$ cat src/rtl/fwd_hazard_unit.sv
// Operand forwarding and load-use hazard control for the 5-stage pipeline.
// Each source operand has its own lane that produces the EX forwarding select
// and the load-use match. The top level combines the lanes, runs the RUN/BUBBLE
// stall FSM, and keeps a saturating count of bubble cycles.

module fwd_hazard_lane #(
    parameter int REG_AW   = 4,
    parameter int ZERO_REG = 1
) (
    input  logic              rst,
    input  logic [REG_AW-1:0] id_ex_src,
    input  logic [REG_AW-1:0] if_id_src,
    input  logic              if_id_src_vld,
    input  logic [REG_AW-1:0] id_ex_rd,
    input  logic [REG_AW-1:0] ex_mem_rd,
    input  logic              ex_mem_regwrite,
    input  logic [REG_AW-1:0] mem_wb_rd,
    input  logic              mem_wb_regwrite,
    output logic [1:0]        sel,
    output logic              lu_match
);

    // Register 0 never matches when it is the hardwired-zero register.
    function automatic logic reg_match(input logic [REG_AW-1:0] a, input logic [REG_AW-1:0] b);
        return (a == b) && !((ZERO_REG != 0) && (a == '0));
    endfunction

    // Forward select for this source: EX/MEM beats MEM/WB; forced to regfile during reset.
    always_comb begin
        sel      = 2'b00;
        lu_match = if_id_src_vld && reg_match(id_ex_rd, if_id_src);
        if (!rst) begin
            if (ex_mem_regwrite && reg_match(ex_mem_rd, id_ex_src))
                sel = 2'b10;
            else if (mem_wb_regwrite && reg_match(mem_wb_rd, id_ex_src))
                sel = 2'b01;
        end
    end

endmodule

module fwd_hazard_unit #(
    parameter int REG_AW   = 4,
    parameter int NUM_SRC  = 2,
    parameter int LOAD_LAT = 1,
    parameter int ZERO_REG = 1,
    parameter int CNT_W    = 16
) (
    input  logic                      clk,
    input  logic                      rst,
    input  logic [NUM_SRC*REG_AW-1:0] if_id_src,
    input  logic [NUM_SRC-1:0]        if_id_src_vld,
    input  logic [NUM_SRC*REG_AW-1:0] id_ex_src,
    input  logic [REG_AW-1:0]         id_ex_rd,
    input  logic                      id_ex_regwrite,
    input  logic                      id_ex_memread,
    input  logic [REG_AW-1:0]         ex_mem_rd,
    input  logic                      ex_mem_regwrite,
    input  logic                      ex_mem_memwrite,
    input  logic [REG_AW-1:0]         ex_mem_rt,
    input  logic [REG_AW-1:0]         mem_wb_rd,
    input  logic                      mem_wb_regwrite,
    input  logic                      mem_stall_in,
    output logic [2*NUM_SRC-1:0]      fwd_sel,
    output logic                      fwd_mm,
    output logic                      pc_write_en,
    output logic                      if_id_write_en,
    output logic                      id_ex_flush,
    output logic [CNT_W-1:0]          stall_cycles
);

    localparam int CW = $clog2(LOAD_LAT + 1);

    typedef enum logic {RUN, BUBBLE} state_t;

    state_t        state, state_nxt;
    logic [CW-1:0] cnt, cnt_nxt;
    logic          stall;
    logic          lu_hit;
    logic [NUM_SRC-1:0] lu_src_hit;

    function automatic logic reg_match(input logic [REG_AW-1:0] a, input logic [REG_AW-1:0] b);
        return (a == b) && !((ZERO_REG != 0) && (a == '0));
    endfunction

    for (genvar g = 0; g < NUM_SRC; g++) begin : g_lane
        fwd_hazard_lane #(
            .REG_AW   (REG_AW),
            .ZERO_REG (ZERO_REG)
        ) u_lane (
            .rst             (rst),
            .id_ex_src       (id_ex_src[g*REG_AW +: REG_AW]),
            .if_id_src       (if_id_src[g*REG_AW +: REG_AW]),
            .if_id_src_vld   (if_id_src_vld[g]),
            .id_ex_rd        (id_ex_rd),
            .ex_mem_rd       (ex_mem_rd),
            .ex_mem_regwrite (ex_mem_regwrite),
            .mem_wb_rd       (mem_wb_rd),
            .mem_wb_regwrite (mem_wb_regwrite),
            .sel             (fwd_sel[2*g +: 2]),
            .lu_match        (lu_src_hit[g])
        );
    end

    assign lu_hit = id_ex_memread && id_ex_regwrite && (|lu_src_hit);

    // Store-data forwarding from WB into MEM, independent of the EX selects.
    assign fwd_mm = !rst && ex_mem_memwrite && mem_wb_regwrite && reg_match(mem_wb_rd, ex_mem_rt);

    // State, bubble counter and saturating stall counter; everything holds while frozen.
    always_ff @(posedge clk) begin
        if (rst) begin
            state        <= RUN;
            cnt          <= '0;
            stall_cycles <= '0;
        end else begin
            state <= state_nxt;
            cnt   <= cnt_nxt;
            if (stall && (stall_cycles != '1))
                stall_cycles <= stall_cycles + CNT_W'(1);
        end
    end

    // Next-state logic: a load-use hit in RUN opens LOAD_LAT bubble cycles in total.
    always_comb begin
        state_nxt = state;
        cnt_nxt   = cnt;
        stall     = 1'b0;
        if (!mem_stall_in) begin
            case (state)
                RUN: begin
                    if (lu_hit) begin
                        stall     = 1'b1;
                        cnt_nxt   = CW'(LOAD_LAT - 1);
                        state_nxt = (LOAD_LAT > 1) ? BUBBLE : RUN;
                    end
                end
                BUBBLE: begin
                    stall   = 1'b1;
                    cnt_nxt = cnt - CW'(1);
                    if (cnt_nxt == '0)
                        state_nxt = RUN;
                end
                default: state_nxt = RUN;
            endcase
        end
    end

    // Pipeline control: reset forces a bubble, a D-cache freeze holds everything.
    always_comb begin
        if (rst) begin
            pc_write_en    = 1'b0;
            if_id_write_en = 1'b0;
            id_ex_flush    = 1'b1;
        end else if (mem_stall_in) begin
            pc_write_en    = 1'b0;
            if_id_write_en = 1'b0;
            id_ex_flush    = 1'b0;
        end else begin
            pc_write_en    = !stall;
            if_id_write_en = !stall;
            id_ex_flush    = stall;
        end
    end

endmodule
$ cat config.mk
export PLATFORM = sky130hd
export DESIGN_NAME = fwd_hazard_unit
export DESIGN_NICKNAME = d
export VERILOG_FILES = /design/src/rtl/fwd_hazard_unit.sv
export SDC_FILE = /design/constraint.sdc
export NUM_CORES = 1
export LEC_CHECK = 0
export ABC_AREA = 0
export CAP_MARGIN = 40
export CELL_PAD_IN_SITES_DETAIL_PLACEMENT = 0
export CELL_PAD_IN_SITES_GLOBAL_PLACEMENT = 1
export CORE_AREA = 8 8 82 84
export DETAILED_ROUTE_END_ITERATION = 8
export DIE_AREA = 0 0 90 92
export GPL_TIMING_DRIVEN = 0
export PLACE_DENSITY = 0.72
export RECOVER_POWER = 100
export SETUP_SLACK_MARGIN = 0.3
export SLEW_MARGIN = 20
export SYNTH_ARGS = -nofsm -noshare
export SYNTH_HDL_FRONTEND = slang
export SYNTH_SLANG_ARGS = --single-unit
$ cat constraint.sdc
create_clock -name clk -period 2.3 [get_ports clk]
set_clock_uncertainty 0.2 [all_clocks]
set_input_delay 0.46 -clock clk [delete_from_list [all_inputs] [get_ports clk]]
set_output_delay 0.46 -clock clk [all_outputs]
set_load 0.02 [all_outputs]
* Yosys cells after proc, flatten, opt, wreduce, memory -nomap -nowiden
Index checks and enable logic that the tools add are counted.
** Storage, ports and cells
- Flip-flop bits (word level) :: 18
- Input port bits :: 42
- Output and inout bits :: 24
- Word-level logic and storage cells :: 62
** Operators by class
- $add $sub $neg :: 2
- Eq/ne operators :: 9
- Muxes and demuxes :: 17
- Bitwise gates (word level) :: 2
- Reduce and logical (&&, ||, !) cells :: 29
** Operator list (number)
- equality test 4 bit :: 7
- logical AND 1 bit :: 19
- adder 16 x 1 -> 16 bit (second input constant) :: 1
- != test 16 bit (second input constant) :: 1
- logical NOT 4 bit :: 3
- two-way mux 1 bit :: 10
- two-way mux 2 bit :: 4
- case mux 1 bit (2 select lines) :: 3
- logical NOT 1 bit :: 5
- != test 2 bit (second input constant) :: 1
- inverter 1 bit :: 2
- AND reduction 2 bit :: 1
- OR reduction 2 bit :: 1
- subtractor 1 bit (second input constant) :: 1

* Logic depth before layout (Yosys ltp)
Gate-level depths: netlist (run 1).
- Word-level depth :: 12
- Mapped depth :: 8
- Mapped depth without buffers :: 7

* By module
Synthesis (run 1) repeated with hierarchy kept, for this count alone.
** Unflattened totals
- Cells, all modules :: 174
- Area, all modules :: 1407.6 um^2
** Modules (own cells, without submodules)
- fwd_hazard_unit :: times used 1, cells an instance 122, area an instance 1046.0 um^2, sequential area each 360.3 um^2
- fwd_hazard_lane (g_lane[1].u_lane) :: times used 1, cells an instance 26, area an instance 183.9 um^2, sequential area each 0.0 um^2
- fwd_hazard_lane (g_lane[0].u_lane) :: times used 1, cells an instance 26, area an instance 177.7 um^2, sequential area each 0.0 um^2

* Least setup slack after synthesis (run 1)
Ideal clock, no wire load.
- Path type :: input -> output
- Start :: in id_ex_rd[0]
- End :: out pc_write_en
- Arrival :: 2.376 ns
- Required time :: 1.640 ns
- Path slack :: -0.736 ns
- Stages on the path :: 5
- Buffers on the path :: 2
- Path through :: or4_4 -> a41oi_4 -> buf_2 -> nor3b_1 -> buf_4
** Between the ends
- Longest elaborated chain between the ends :: 12
- Elaborated cells between the ends (all ways) :: 16
- Classes of those cells :: eq/ne (2); mux (5); reduce/logical (9)
** Ends and longest elaborated chain
- from (decl) :: line 54 : input logic [REG_AW-1:0] id_ex_rd,
- logical NOT 4 bit :: line 25 : return (a == b) && !((ZERO_REG != 0) && (a == '0));
- logical NOT 1 bit :: line 25
- logical AND 1 bit :: line 25
- logical AND 1 bit :: line 31 : lu_match = if_id_src_vld && reg_match(id_ex_rd, if_id_src);
- OR reduction 2 bit (*) :: line 105 : assign lu_hit = id_ex_memread && id_ex_regwrite && (|lu_src_hit);
- logical AND 1 bit (*) :: line 105
- two-way mux 1 bit (*) :: line 132 : if (lu_hit) begin
- case mux 1 bit (2 select lines) (*) :: line 130 : case (state)
- two-way mux 1 bit (*) :: line 129 : if (!mem_stall_in) begin
- logical NOT 1 bit (*)
- two-way mux 1 bit (*) (2 in a row)
- to (decl) :: line 66 : output logic pc_write_en,
Every way passes the cells marked *; elsewhere a longest branch is shown, timed or not.

* Worst setup path in the final report (run 1)
- Start :: in id_ex_rd[3]
- End :: out pc_write_en
** Between the ends
- Longest elaborated chain between the ends :: 12
- Elaborated cells between the ends (all ways) :: 16
- Classes of those cells :: eq/ne (2); mux (5); reduce/logical (9)
** Ends and longest elaborated chain
- logical NOT 4 bit :: line 25
- logical NOT 1 bit :: line 25
- logical AND 1 bit :: line 25
- logical AND 1 bit :: line 31
- OR reduction 2 bit (*) :: line 105
- logical AND 1 bit (*) :: line 105
- two-way mux 1 bit (*) :: line 132
- case mux 1 bit (2 select lines) (*) :: line 130
- two-way mux 1 bit (*) :: line 129
- logical NOT 1 bit (*) :: line 160 : pc_write_en = !stall;
- two-way mux 1 bit (*) :: line 155 : end else if (mem_stall_in) begin
- two-way mux 1 bit (*) :: line 151 : if (rst) begin
Marked as above.

==> results.txt, run 1 <==
----------------------------------------------------
[Timing]
  Share of the clock period used by the worst path after layout ... 109.3%
  Minimum setup slack in the final design ... -0.2146 ns
  Clock period minus worst slack ... 2.515 ns
  Hold slack ... 0.3004 ns
  Setup repair after global routing missed its margin ... yes
  Relative slew margins ... 73.44%
  Worst slew pin tran ... 0.3941 ns
  Top achievable clock speed ... 0.3977 GHz
  Number of slew-limit violations in the final report ... 0
  Final setup violating endpoints ... 17
  Hold Violations, Final ... 0

[Die]
  Initial Utilization ... 26.57%
  Core Box Area ... 0.005405 sq mm
  Vertical extent of the die ... 92 microns
  Die Width ... 90 microns
  Die ar. ... 0.008280 sq mm
  Io pins ... 66
  Num rows ... 27

[Global route]
  Largest net degree at the start of global routing ... 11
  Wire length of the first global-routing pass ... 8376 microns
  Via count of the first global-routing pass ... 1,699
  Number of antenna violations at the first check in global routing ... 0
  Gr usage total ... 11.92%
  Global-route congestion overflow total ... 0

[Clock tree]
  CTS Root Buffer Type ... clkbuf_8
  Clock Tree Buf Depth ... 2
  Cts hold-fix bufs ... 0
  Htree depth ... 1
  Clock tree from TritonCTS ... yes
  Clock latency at the later pin of the worst-skew pair ... 0.26 ns
  Clk slew on worst S/H paths ... 0.07 ns
  Number of clock sinks ... 18
  Clock buffer count from CTS ... 3

[Worst setup path]
  Family with the most delay on the worst path ... simple AND/OR/NAND/NOR gates
  Number of cells on the worst reg-to-reg path ... 6
  Cell-by-cell trace of the critical path ... buf_8 > or4_4 > a41oi_4 > buf_6 > nor3b_4 > buf_6 > buf_6
  Arrival time reported for the critical path endpoint ... 1.85 ns
  Critical path depth ... 7
  Worst path bufs/invs ... 4
  Startpoint type of the worst setup path ... input pin
  Most frequent cell on the critical path ... buf_6
  Worst Path Required ... 1.64 ns
  Path type of the worst setup path ... input pin to output pin
  Maximum fanout along the worst path ... 3
  Slowest stage delay, CP ... 0.54 ns
  Sort of element at the end of the critical path ... output pin
  Worst r2r src ... stall_cycles[4]$_SDFFE_PP0P_
  Max stage delay cell, worst path ... or4_4
  CP Launch Point ... id_ex_rd[3]

[Layout]
  Combined area of the multi-input logic cells ... 0.001295 sq mm
  Nets@finish ... 298
  Synth-to-layout area growth ... 86.85%
  Commonest cells after routing, fill and taps aside ... buf_4 (20), xnor2_1 (19), buf_6 (14)
  Sequential cell area ... 371.6 sq um
  Filler instances ... 548
  Inserted Diodes ... 0
  Leading cell type in the layout, fill and taps excluded ... buf_4
  Util after Layout ... 49.65%
  Fraction of final layout cells with drive strength greater than 1 ... 44.09%

[Drt]
  Total DRC errors in the routed layout ... 0
  Drt first-iter violations ... 94
  Total routed wirelength ... 5105 microns
  First-pass iteration count of the detailed router ... 4
  Vias after detailed routing ... 1,600
  Average detailed-routed wire length per instance ... 15.66 microns
  Via density ... 4.908
  Routed Antenna Nets ... 0

[Power and ir drop]
  Sum of internal, switching and leakage power ... 0.7839 mW
  Share of power burned in registers ... 39.6%
  Share of total power consumed by net switching ... 27.43%
  Logic pwr share ... 30.1%
  Worst VDD drop ... 0.1489 mV
  Proportion of power drawn by the clock network ... 30.2%
  Switching component of the power ... 0.2150 mW
  LEAKAGE ... 1.013 nW
  Power density relative to cell area ... 292.1 mW/mm^2
  Internal power ... 0.5688 mW

[Synthesis]
  Most used flip-flop cell after synthesis ... dfxtp_1
  Portion of the post-synthesis area used by sequential elements ... 25.09%
  Nets in the synthesized netlist ... 210
  Average cell area after synthesis ... 8.601 sq um
  Flops & latches, synth ... 18
  Total number of yosys warnings ... 0
  Area of the mapped netlist ... 0.001436 sq mm
  Count of flip-flops with a built-in enable after synthesis ... 0
  Number of distinct library cell variants in the gate-level netlist after synthesis ... 41
  Gate Count Post-Synth ... 167
  Share of flip-flops with an asynchronous set or reset ... 0%

[Run status]
  Run status ... complete, but fails checks
  Violations in the final reports ... setup timing

[Job]
  Max-Cap Viols ... 0

[Place]
  Worst slack at placement ... -1.352 ns
  Routability cong. ... 0.7183
  Half-perimeter wire length after detailed placement ... 3797 microns
  Number of buffers added on ports ... 65

[Hold path]
  Startpoint of the tightest hold check path ... stall_cycles[13]$_SDFFE_PP0P_
  Worst hold-check path type ... flip-flop to flip-flop
  Worst Hold Path Cells ... 2

----------------------------------------------------
[cell type report]
type | instances | share of cell area, %
plain buffers | 9 | 4.056
flip-flops and latches | 18 | 13.85
inverters | 1 | 0.2331
well taps | 72 | 3.357
clock buffers | 4 | 1.678
multi-input cells | 139 | 48.25
repair buffers | 83 | 28.58
[cell usage after synthesis, types with 2 or more instances]
| library cell | instances | share of area, % |
|---|---|---|
| o21ai_0 | 7 | 2.4 |
| nor3_1 | 5 | 1.7 |
| nand2b_1 | 3 | 1.3 |
| buf_6 | 2 | 1.6 |
| o31ai_1 | 2 | 1.0 |
| xnor2_1 | 25 | 15 |
| a31o_2 | 3 | 1.8 |
| nand4_1 | 5 | 2.2 |
| nor2b_1 | 6 | 2.6 |
| xor2_1 | 3 | 1.8 |
| and3_4 | 3 | 2.4 |
| or2b_1 | 2 | 1.0 |
| and3_1 | 3 | 1.3 |
| nor4_1 | 6 | 2.6 |
| o311a_1 | 3 | 2.1 |
| or4_1 | 3 | 1.6 |
| nand3_1 | 8 | 2.8 |
| a21oi_1 | 8 | 2.8 |
| or3_1 | 8 | 3.5 |
| buf_4 | 2 | 1.0 |
| buf_2 | 2 | 0.70 |
| mux2_2 | 5 | 3.9 |
| dfxtp_1 | 18 | 25 |
| nand2_1 | 4 | 1.0 |
| clkbuf_1 | 3 | 0.78 |
| nand4b_1 | 3 | 1.8 |
| nor2_1 | 11 | 2.9 |
[state kept, by name, indices dropped and copies added (netlist names)]
register      cells
state             1
cnt               1
stall_cycles     16
[power by group through the flow]
stage	clock (mW)	combinational [mW]	sequential (mW)
5_1_grt	0.258	0.253	0.311
3_3_place_gp	0	0.206	0.318
4_1_cts	0.241	0.229	0.311
3_5_place_dp	0	0.208	0.318
6_report	0.237	0.236	0.311
2_1_floorplan	0	0.0910	0.318
[logic make-up (layout without fill, tap and decap cells)]
family	after synthesis	count (layout)	synth area share, %
muxes	6	6	4.965
xor gates and xnor gates	28	28	17.07
buffers and inverters	10	97	4.355
AOI/OAI and AO/OA	27	27	14.20
adders and majority gates	1	1	0.8709
and+or+nand+nor	77	77	33.45
DFF	18	18	25.09
[tightest hold or removal path: cells and delay by family, from the launching register on]
kind | cells | cell delay [ns]
flip-flops | 1 | 0.34
AO/OA/AOI/OAI | 2 | 0.13
[metrics by stage]
| step | std cells | area (sq um) | TNS, ns |
|---|---|---|---|
| 4_1_cts | 323 | 2639 | -1.818 |
| 6_report | 326 | 2684 | -1.589 |
| 2_1_floorplan | 167 | 1575 | -0.3807 |
| 5_1_grt | 326 | 2684 | -3.077 |
| 3_3_place_gp | 304 | 2316 | -15.00 |
| 3_5_place_dp | 304 | 2316 | -15.06 |
[worst paths after layout]
| path | to | slack, ns |
|---|---|---|
| max | pc_write_en | -0.21 |
| min | stall_cycles[13]$_SDFFE_PP0P_ | 0.30 |
| max reg2reg | stall_cycles[15]$_SDFFE_PP0P_ | 0.13 |
| min reg2reg | stall_cycles[13]$_SDFFE_PP0P_ | 0.30 |
[repair_timing]
| item | CTS | global route |
|---|---|---|
| setup buffers | 14 | 3 |
| gates resized for setup | 198 | 25 |
| cloned | 1 | 0 |
| setup endpoints to repair | 28 | 28 |
| pin swaps | 40 | 14 |
[per-layer routing]
layer  global-route usage [%]  vias up  part of all wire [%]
met5                        0        -                     0
met4                    2.497        0                  0.57
met3                    3.504        4                   5.6
met2                    20.55       44                    48
met1                    14.33      757                    45
li1                         -      795                     -
Note: power is estimated with default switching activity, not from simulation.
==> run 2: changes to the inputs <==
--- a/config.mk
+++ b/config.mk
@@ -9,11 +9,11 @@
 export CAP_MARGIN = 40
 export CELL_PAD_IN_SITES_DETAIL_PLACEMENT = 0
 export CELL_PAD_IN_SITES_GLOBAL_PLACEMENT = 1
-export CORE_AREA = 8 8 82 84
+export CORE_AREA = 8 8 80 82
 export DETAILED_ROUTE_END_ITERATION = 8
-export DIE_AREA = 0 0 90 92
+export DIE_AREA = 0 0 88 90
 export GPL_TIMING_DRIVEN = 0
-export PLACE_DENSITY = 0.72
+export PLACE_DENSITY = 0.73
 export RECOVER_POWER = 100
 export SETUP_SLACK_MARGIN = 0.3
 export SLEW_MARGIN = 20
==> constraint.sdc (replaced) <==
create_clock -name clk -period 2.8 [get_ports clk]
set_clock_uncertainty 0.2 [all_clocks]
set_input_delay 0.56 -clock clk [delete_from_list [all_inputs] [get_ports clk]]
set_output_delay 0.56 -clock clk [all_outputs]
set_load 0.02 [all_outputs]
==> results.txt, run 2 (synthesis gave the netlist of run 1 again) <==
----------------------------------------------------
[Layout]
  Top flop regs ... stall_cycles: 16 flops, cnt: 1 flops, state: 1 flops
  Commonest cells after routing, fill and taps aside ... xnor2_1 (24), dfxtp_1 (18), dlygate4sd3_1 (16)
  Final non-filler cell total ... 316 (-3.1%)
  Nets@finish ... 288 (-3.4%)
  Most flop-heavy register ... stall_cycles
  Synth-to-layout area growth ... 59.49%
  Inserted Diodes ... 0 (unchanged)
  Fraction of final layout cells with drive strength greater than 1 ... 25.82% (-18 points)
  Max reg flops ... 16 (unchanged)
  Leading cell type in the layout, fill and taps excluded ... xnor2_1

[Run status]
  Run status ... complete, no violations

[Timing]
  Share of the clock period used by the worst path after layout ... 95.84%
  Final setup violating endpoints ... 0 (-17)
  Clock period minus worst slack ... 2.684 ns
  Relative slew margins ... 68.17% (-5.3 points)
  Worst slew pin tran ... 0.4743 ns (+0.08013 ns)
  Setup repair after global routing missed its margin ... yes
  Setup TNS after final layout ... 0 ns (+1.589 ns)
  Hold Violations, Final ... 0 (unchanged)
  Number of slew-limit violations in the final report ... 0 (unchanged)
  Top achievable clock speed ... 0.3726 GHz

[Drt]
  First-pass iteration count of the detailed router ... 4 (unchanged)
  Routed Antenna Nets ... 0 (unchanged)
  Drt first-iter violations ... 67 (-29%)
  Total DRC errors in the routed layout ... 0 (unchanged)
  Via density ... 4.870 (-0.77%)
  Average detailed-routed wire length per instance ... 14.53 microns (-7.2%)
  Vias after detailed routing ... 1,539 (-3.8%)
  Total routed wirelength ... 4592 microns (-10%)

[Power and ir drop]
  Switching component of the power ... 0.1652 mW (-23%)
  Power density relative to cell area ... 276.5 mW/mm^2 (-5.3%)
  Logic pwr share ... 24.5% (-5.6 points)
  Internal power ... 0.4683 mW (-18%)
  Worst VDD drop ... 0.1765 mV (+18%)
  Proportion of power drawn by the clock network ... 35.1% (+4.9 points)
  Share of total power consumed by net switching ... 26.08% (-1.4 points)
  LEAKAGE ... 0.9271 nW (-8.5%)
  Share of power burned in registers ... 40.4% (+0.8 points)
  Sum of internal, switching and leakage power ... 0.6335 mW (-19%)

[Worst setup path]
  Startpoint type of the worst setup path ... input pin
  Worst Path Required ... 2.04 ns (+0.40 ns)
  Sort of element at the end of the critical path ... output pin
  Maximum fanout along the worst path ... 3 (unchanged)
  Arrival time reported for the critical path endpoint ... 1.92 ns (+0.07 ns)
  Max stage delay cell, worst path ... o22ai_1
  Slowest stage delay, CP ... 0.21 ns (-0.33 ns)
  Most frequent cell on the critical path ... buf_6
  Cell-by-cell trace of the critical path ... buf_8 > clkbuf_1 > xnor2_1 > nand3_1 > o22ai_1 > a41oi_4 > buf_6 > buf_4 > o21ai_2 > buf_6
  Path type of the worst setup path ... input pin to output pin

[Die]
  Initial Utilization ... 27.43% (+0.86 points)
  Io pins ... 66 (unchanged)
  Die Width ... 88 microns (-2.2%)
  Core Box Area ... 0.005236 sq mm (-3.1%)
  Die ar. ... 0.007920 sq mm (-4.3%)
  Num rows ... 27 (unchanged)
  Vertical extent of the die ... 90 microns (-2.2%)

[Clock tree]
  CTS Root Buffer Type ... clkbuf_8
  Clock buffer count from CTS ... 3 (unchanged)
  Clock tree from TritonCTS ... yes
  Clock latency at the later pin of the worst-skew pair ... 0.26 ns (about the same)
  Clock Tree Buf Depth ... 2 (unchanged)
  Htree depth ... 1 (unchanged)
  Number of clock sinks ... 18 (unchanged)
  Clk slew on worst S/H paths ... 0.07 ns (about the same)

[Place]
  Half-perimeter wire length after detailed placement ... 3669 microns (-3.4%)
  Number of buffers added on ports ... 65 (unchanged)
  Instance count after placement with tap cells included ... 304 (unchanged)
  Routability cong. ... 0.7517 (+4.6%)

[Job]
  Max-Cap Viols ... 0 (unchanged)

[Global route]
  Gr usage total ... 11.99% (+0.066 points)
  Global-route congestion overflow total ... 0 (unchanged)
  Via count of the first global-routing pass ... 1,675 (-1.4%)
  Largest net degree at the start of global routing ... 11 (unchanged)
  Wire length of the first global-routing pass ... 7866 microns (-6.1%)
  Number of antenna violations at the first check in global routing ... 0 (unchanged)

[Hold path]
  Worst hold-check path type ... flip-flop to flip-flop

----------------------------------------------------
-- run 2: cell count changes in the layout (fill, tap and decap cells not counted), sizes merged --
cell / previous run / this run
buf: 46 / 24
dlygate4sd2: 11 / 4
clkdlybuf4s50: 6 / 9
clkdlybuf4s15: 6 / 7
dlymetal6s2s: 2 / 9
bufbuf: 1 / 0
clkbuf: 14 / 17
dlygate4sd3: 10 / 16
-- run 2: metal layers --
layer,GRT usage [%],vias up,share of wire (%),wire (microns)
met1,14.13,698,42,1942
met2,19.02,60,46,2109
met4,4.304,0,1.2,57
met3,4.550,5,10,482
met5,0,-,0,0
li1,-,776,-,-
-- run 2: power by group through the flow --
stage | Sequential [mW] | Combinational, mW | Clock [mW]
2_1_floorplan | 0.262 | 0.0674 | 0
3_3_place_gp | 0.262 | 0.158 | 0
3_5_place_dp | 0.262 | 0.159 | 0
4_1_cts | 0.256 | 0.163 | 0.225
5_1_grt | 0.256 | 0.169 | 0.245
6_report | 0.256 | 0.155 | 0.222
-- run 2: repair_timing --
action                     in CTS  in global routing
hold buffers                    0                  0
cloned                          0                  0
buffers inserted                7                  1
pin swaps                      18                 17
resized for setup             115                 26
setup endpoints to repair      24                  8
-- run 2: metrics by stage --
| stage | hold WS (ns) | util (%) | worst slack (ns) | area, sq um |
|---|---|---|---|---|
| 6_report | 0.2861 | 43.75 | 0.1164 | 2291 |
| 5_1_grt | 0.3332 | 43.75 | 0.02992 | 2291 |
| 4_1_cts | 0.2883 | 44.16 | 0.08621 | 2312 |
| 3_5_place_dp | 0.2769 | 41.98 | -1.050 | 2198 |
| 3_3_place_gp | 0.2697 | 41.98 | -1.026 | 2198 |
| 2_1_floorplan | 0.2581 | - | 0.05271 | 1458 |
-- run 2: cell type report --
type | instances | area, sq um
timing repair buffer | 73 | 651.9
sequential | 18 | 360.3
multi-input combinational | 139 | 1052
fill | 552 | 2945
tap | 72 | 90.09
clock buffer | 4 | 55.05
inverter | 1 | 3.754
buffer | 9 | 77.57
-- run 2: critical path, delay by kind of cell --
family,cells,cell delay (ns)
AOI/OAI and AO/OA,3,0.49
xor gates and xnor gates,1,0.14
buffers and inverters,5,0.64
and+or+nand+nor,1,0.09
-- run 2: worst paths after layout --
path | start | endpoint | slack [ns] | cells after the start
setup / recovery | id_ex_rd[1] | id_ex_flush | 0.12 | 10
hold / removal | cnt$_SDFFE_PP0P_ | cnt$_SDFFE_PP0P_ | 0.29 | 2
setup reg to reg | stall_cycles[0]$_SDFFE_PP0P_ | stall_cycles[7]$_SDFFE_PP0P_ | 0.48 | 8
hold reg to reg | cnt$_SDFFE_PP0P_ | cnt$_SDFFE_PP0P_ | 0.29 | 2
==> run 3: changes to the inputs <==
--- a/config.mk
+++ b/config.mk
@@ -13,7 +13,7 @@
 export DETAILED_ROUTE_END_ITERATION = 8
 export DIE_AREA = 0 0 88 90
 export GPL_TIMING_DRIVEN = 0
-export PLACE_DENSITY = 0.73
+export PLACE_DENSITY_LB_ADDON = 0.1
 export RECOVER_POWER = 100
 export SETUP_SLACK_MARGIN = 0.3
 export SLEW_MARGIN = 20
==> results.txt, run 3 (synthesis gave the netlist of run 1 again) <==
----------------------------------------------------
[Run status]
  Run status ... complete, no violations

[Place]
  Instance count after placement with tap cells included ... 304 (unchanged)
  Number of buffers added on ports ... 65 (unchanged)
  Routability cong. ... 0.7354 (-2.2%)
  Half-perimeter wire length after detailed placement ... 3722 microns (+1.4%)

[Power and ir drop]
  Internal power ... 0.4668 mW (-0.32%)
  Switching component of the power ... 0.1609 mW (-2.6%)
  Worst VDD drop ... 0.2128 mV (+21%)
  Power density relative to cell area ... 275.6 mW/mm^2 (-0.33%)
  Share of power burned in registers ... 40.8% (+0.4 points)
  LEAKAGE ... 0.9191 nW (-0.85%)
  Share of total power consumed by net switching ... 25.63% (-0.45 points)
  Logic pwr share ... 24.5% (about the same)
  Proportion of power drawn by the clock network ... 34.7% (-0.4 points)

[Timing]
  Hold slack ... 0.2843 ns (-0.001759 ns)
  Hold Violations, Final ... 0 (unchanged)
  Number of slew-limit violations in the final report ... 0 (unchanged)
  Setup TNS after final layout ... 0 ns (unchanged)
  Relative slew margins ... 66.14% (-2.0 points)
  Share of the clock period used by the worst path after layout ... 96.49% (+0.65 points)
  Clock period minus worst slack ... 2.702 ns (+0.01817 ns)
  Worst slew pin tran ... 0.5024 ns (+0.02817 ns)
  Final setup violating endpoints ... 0 (unchanged)
  Setup repair after global routing missed its margin ... yes
  Top achievable clock speed ... 0.3701 GHz (-0.67%)

[Hold path]
  Startpoint of the tightest hold check path ... cnt$_SDFFE_PP0P_
  Worst Hold Path Cells ... 2 (unchanged)
  Worst hold-check path type ... flip-flop to flip-flop
  Worst Hold End ... cnt$_SDFFE_PP0P_

[Drt]
  Average detailed-routed wire length per instance ... 14.98 microns (+3.1%)
  Total routed wirelength ... 4689 microns (+2.1%)
  First-pass iteration count of the detailed router ... 4 (unchanged)
  Total DRC errors in the routed layout ... 0 (unchanged)
  Vias after detailed routing ... 1,526 (-0.84%)
  Via density ... 4.875 (+0.11%)
  Routed Antenna Nets ... 0 (unchanged)
  Drt first-iter violations ... 46 (-31%)

[Global route]
  Gr usage total ... 11.70% (-0.29 points)
  Wire length of the first global-routing pass ... 7645 microns (-2.8%)
  Via count of the first global-routing pass ... 1,548 (-7.6%)
  Number of antenna violations at the first check in global routing ... 0 (unchanged)
  Global-route congestion overflow total ... 0 (unchanged)
  Largest net degree at the start of global routing ... 11 (unchanged)

[Clock tree]
  Clock tree from TritonCTS ... yes
  Cts hold-fix bufs ... 0 (unchanged)
  Clock Tree Buf Depth ... 2 (unchanged)
  Clock buffer count from CTS ... 3 (unchanged)
  Number of clock sinks ... 18 (unchanged)
  Clk slew on worst S/H paths ... 0.07 ns (about the same)
  Htree depth ... 1 (unchanged)
  Clock latency at the later pin of the worst-skew pair ... 0.25 ns (about the same)
  CTS Root Buffer Type ... clkbuf_8

[Layout]
  Filler instances ... 557 (+0.91%)
  Inserted Diodes ... 0 (unchanged)
  Max reg flops ... 16 (unchanged)
  Nets@finish ... 285 (-1.0%)
  Synth-to-layout area growth ... 58.54%
  Commonest cells after routing, fill and taps aside ... xnor2_1 (25), dfxtp_1 (18), dlygate4sd3_1 (16)
  Final non-filler cell total ... 313 (-0.95%)
  Top flop regs ... stall_cycles: 16 flops, cnt: 1 flops, state: 1 flops
  Most flop-heavy register ... stall_cycles
  Fraction of final layout cells with drive strength greater than 1 ... 24.90% (-0.92 points)
  Leading cell type in the layout, fill and taps excluded ... xnor2_1

[Worst setup path]
  Worst r2r dst ... stall_cycles[7]$_SDFFE_PP0P_
  Number of cells on the worst reg-to-reg path ... 8 (unchanged)
  Arrival time reported for the critical path endpoint ... 1.94 ns (+0.02 ns)
  Reg-to-reg setup timing slack ... 0.47 ns (about the same)
  Worst r2r src ... stall_cycles[0]$_SDFFE_PP0P_
  Sort of element at the end of the critical path ... output pin
  Startpoint type of the worst setup path ... input pin
  Maximum fanout along the worst path ... 3 (unchanged)
  Path type of the worst setup path ... input pin to output pin
  Worst Path Required ... 2.04 ns (about the same)

[Die]
  Num rows ... 27 (unchanged)
  Initial Utilization ... 27.43% (unchanged)
  Die ar. ... 0.007920 sq mm (unchanged)
  Core Box Area ... 0.005236 sq mm (unchanged)
  Io pins ... 66 (unchanged)
  Vertical extent of the die ... 90 microns (unchanged)
  Die Width ... 88 microns (unchanged)

[Job]
  Max-Cap Viols ... 0 (unchanged)

----------------------------------------------------
==> run 3: stage by stage <==
stage / setup WS [ns] / power [mW] / cell area (sq um) / util [%]
final: 0.09824 / 0.6276 / 2277 / 43.49
after global routing: 0.04774 / 0.6597 / 2277 / 43.49
after CTS: 0.08655 / 0.6416 / 2291 / 43.75
after detailed placement: -1.001 / 0.4221 / 2198 / 41.98
after global placement: -1.029 / 0.4213 / 2198 / 41.98
after floorplan: 0.05271 / 0.3297 / 1458 / -
==> run 3: layout make-up <==
type                            instances  area (sq um)  share of cell area, %
Multi-Input combinational cell        139          1050                  46.10
Timing Repair Buffer                   70         639.4                  28.08
Sequential cell                        18         360.3                  15.82
Tap cell                               72         90.09                  3.956
Buffer                                  9         76.32                  3.352
Clock buffer                            4         55.05                  2.418
Inverter                                1         6.256                 0.2747
==> run 3: critical path, cell delays in order <==
cell and delay (ns):
buf_8 0.09, or4_4 0.54, a41oi_4 0.21, buf_6 0.13, nor3b_4 0.19, buf_6 0.12, buf_6 0.10
==> run 3: worst max-delay path by stage <==
stage / from / endpoint / slack (ns) / cells past startpoint
4_1_cts: id_ex_rd[3] / pc_write_en / 0.09 / 7
5_1_grt: id_ex_rd[3] / id_ex_flush / 0.05 / 10
2_1_floorplan: id_ex_rd[0] / pc_write_en / 0.05 / 5
6_report: id_ex_rd[3] / pc_write_en / 0.1 / 7
3_3_place_gp: id_ex_rd[0] / pc_write_en / -1.03 / 7
3_5_place_dp: id_ex_rd[0] / pc_write_en / -1.00 / 7
==> run 3: what timing repair did <==
item	CTS	global route
gates resized for setup	109	26
setup buffers	5	0
gates cloned	0	0
pin swaps	20	14
endpoints found under the setup margin	23	8
==> run 3: layer usage <==
metal,vias up,global-route usage (%),routed length [microns]
met3,2,3.549,248
li1,764,-,-
met1,731,14.04,2028
met4,0,0.8608,12
met2,29,20.34,2400
met5,-,0,0
==> run 3: power by group through the flow <==
stage	registers, mW	logic, mW	clock network [mW]
final	0.256	0.154	0.218
after global placement	0.262	0.159	0
after global routing	0.256	0.168	0.236
after CTS	0.256	0.161	0.225
after floorplan	0.262	0.0674	0
after detailed placement	0.262	0.160	0
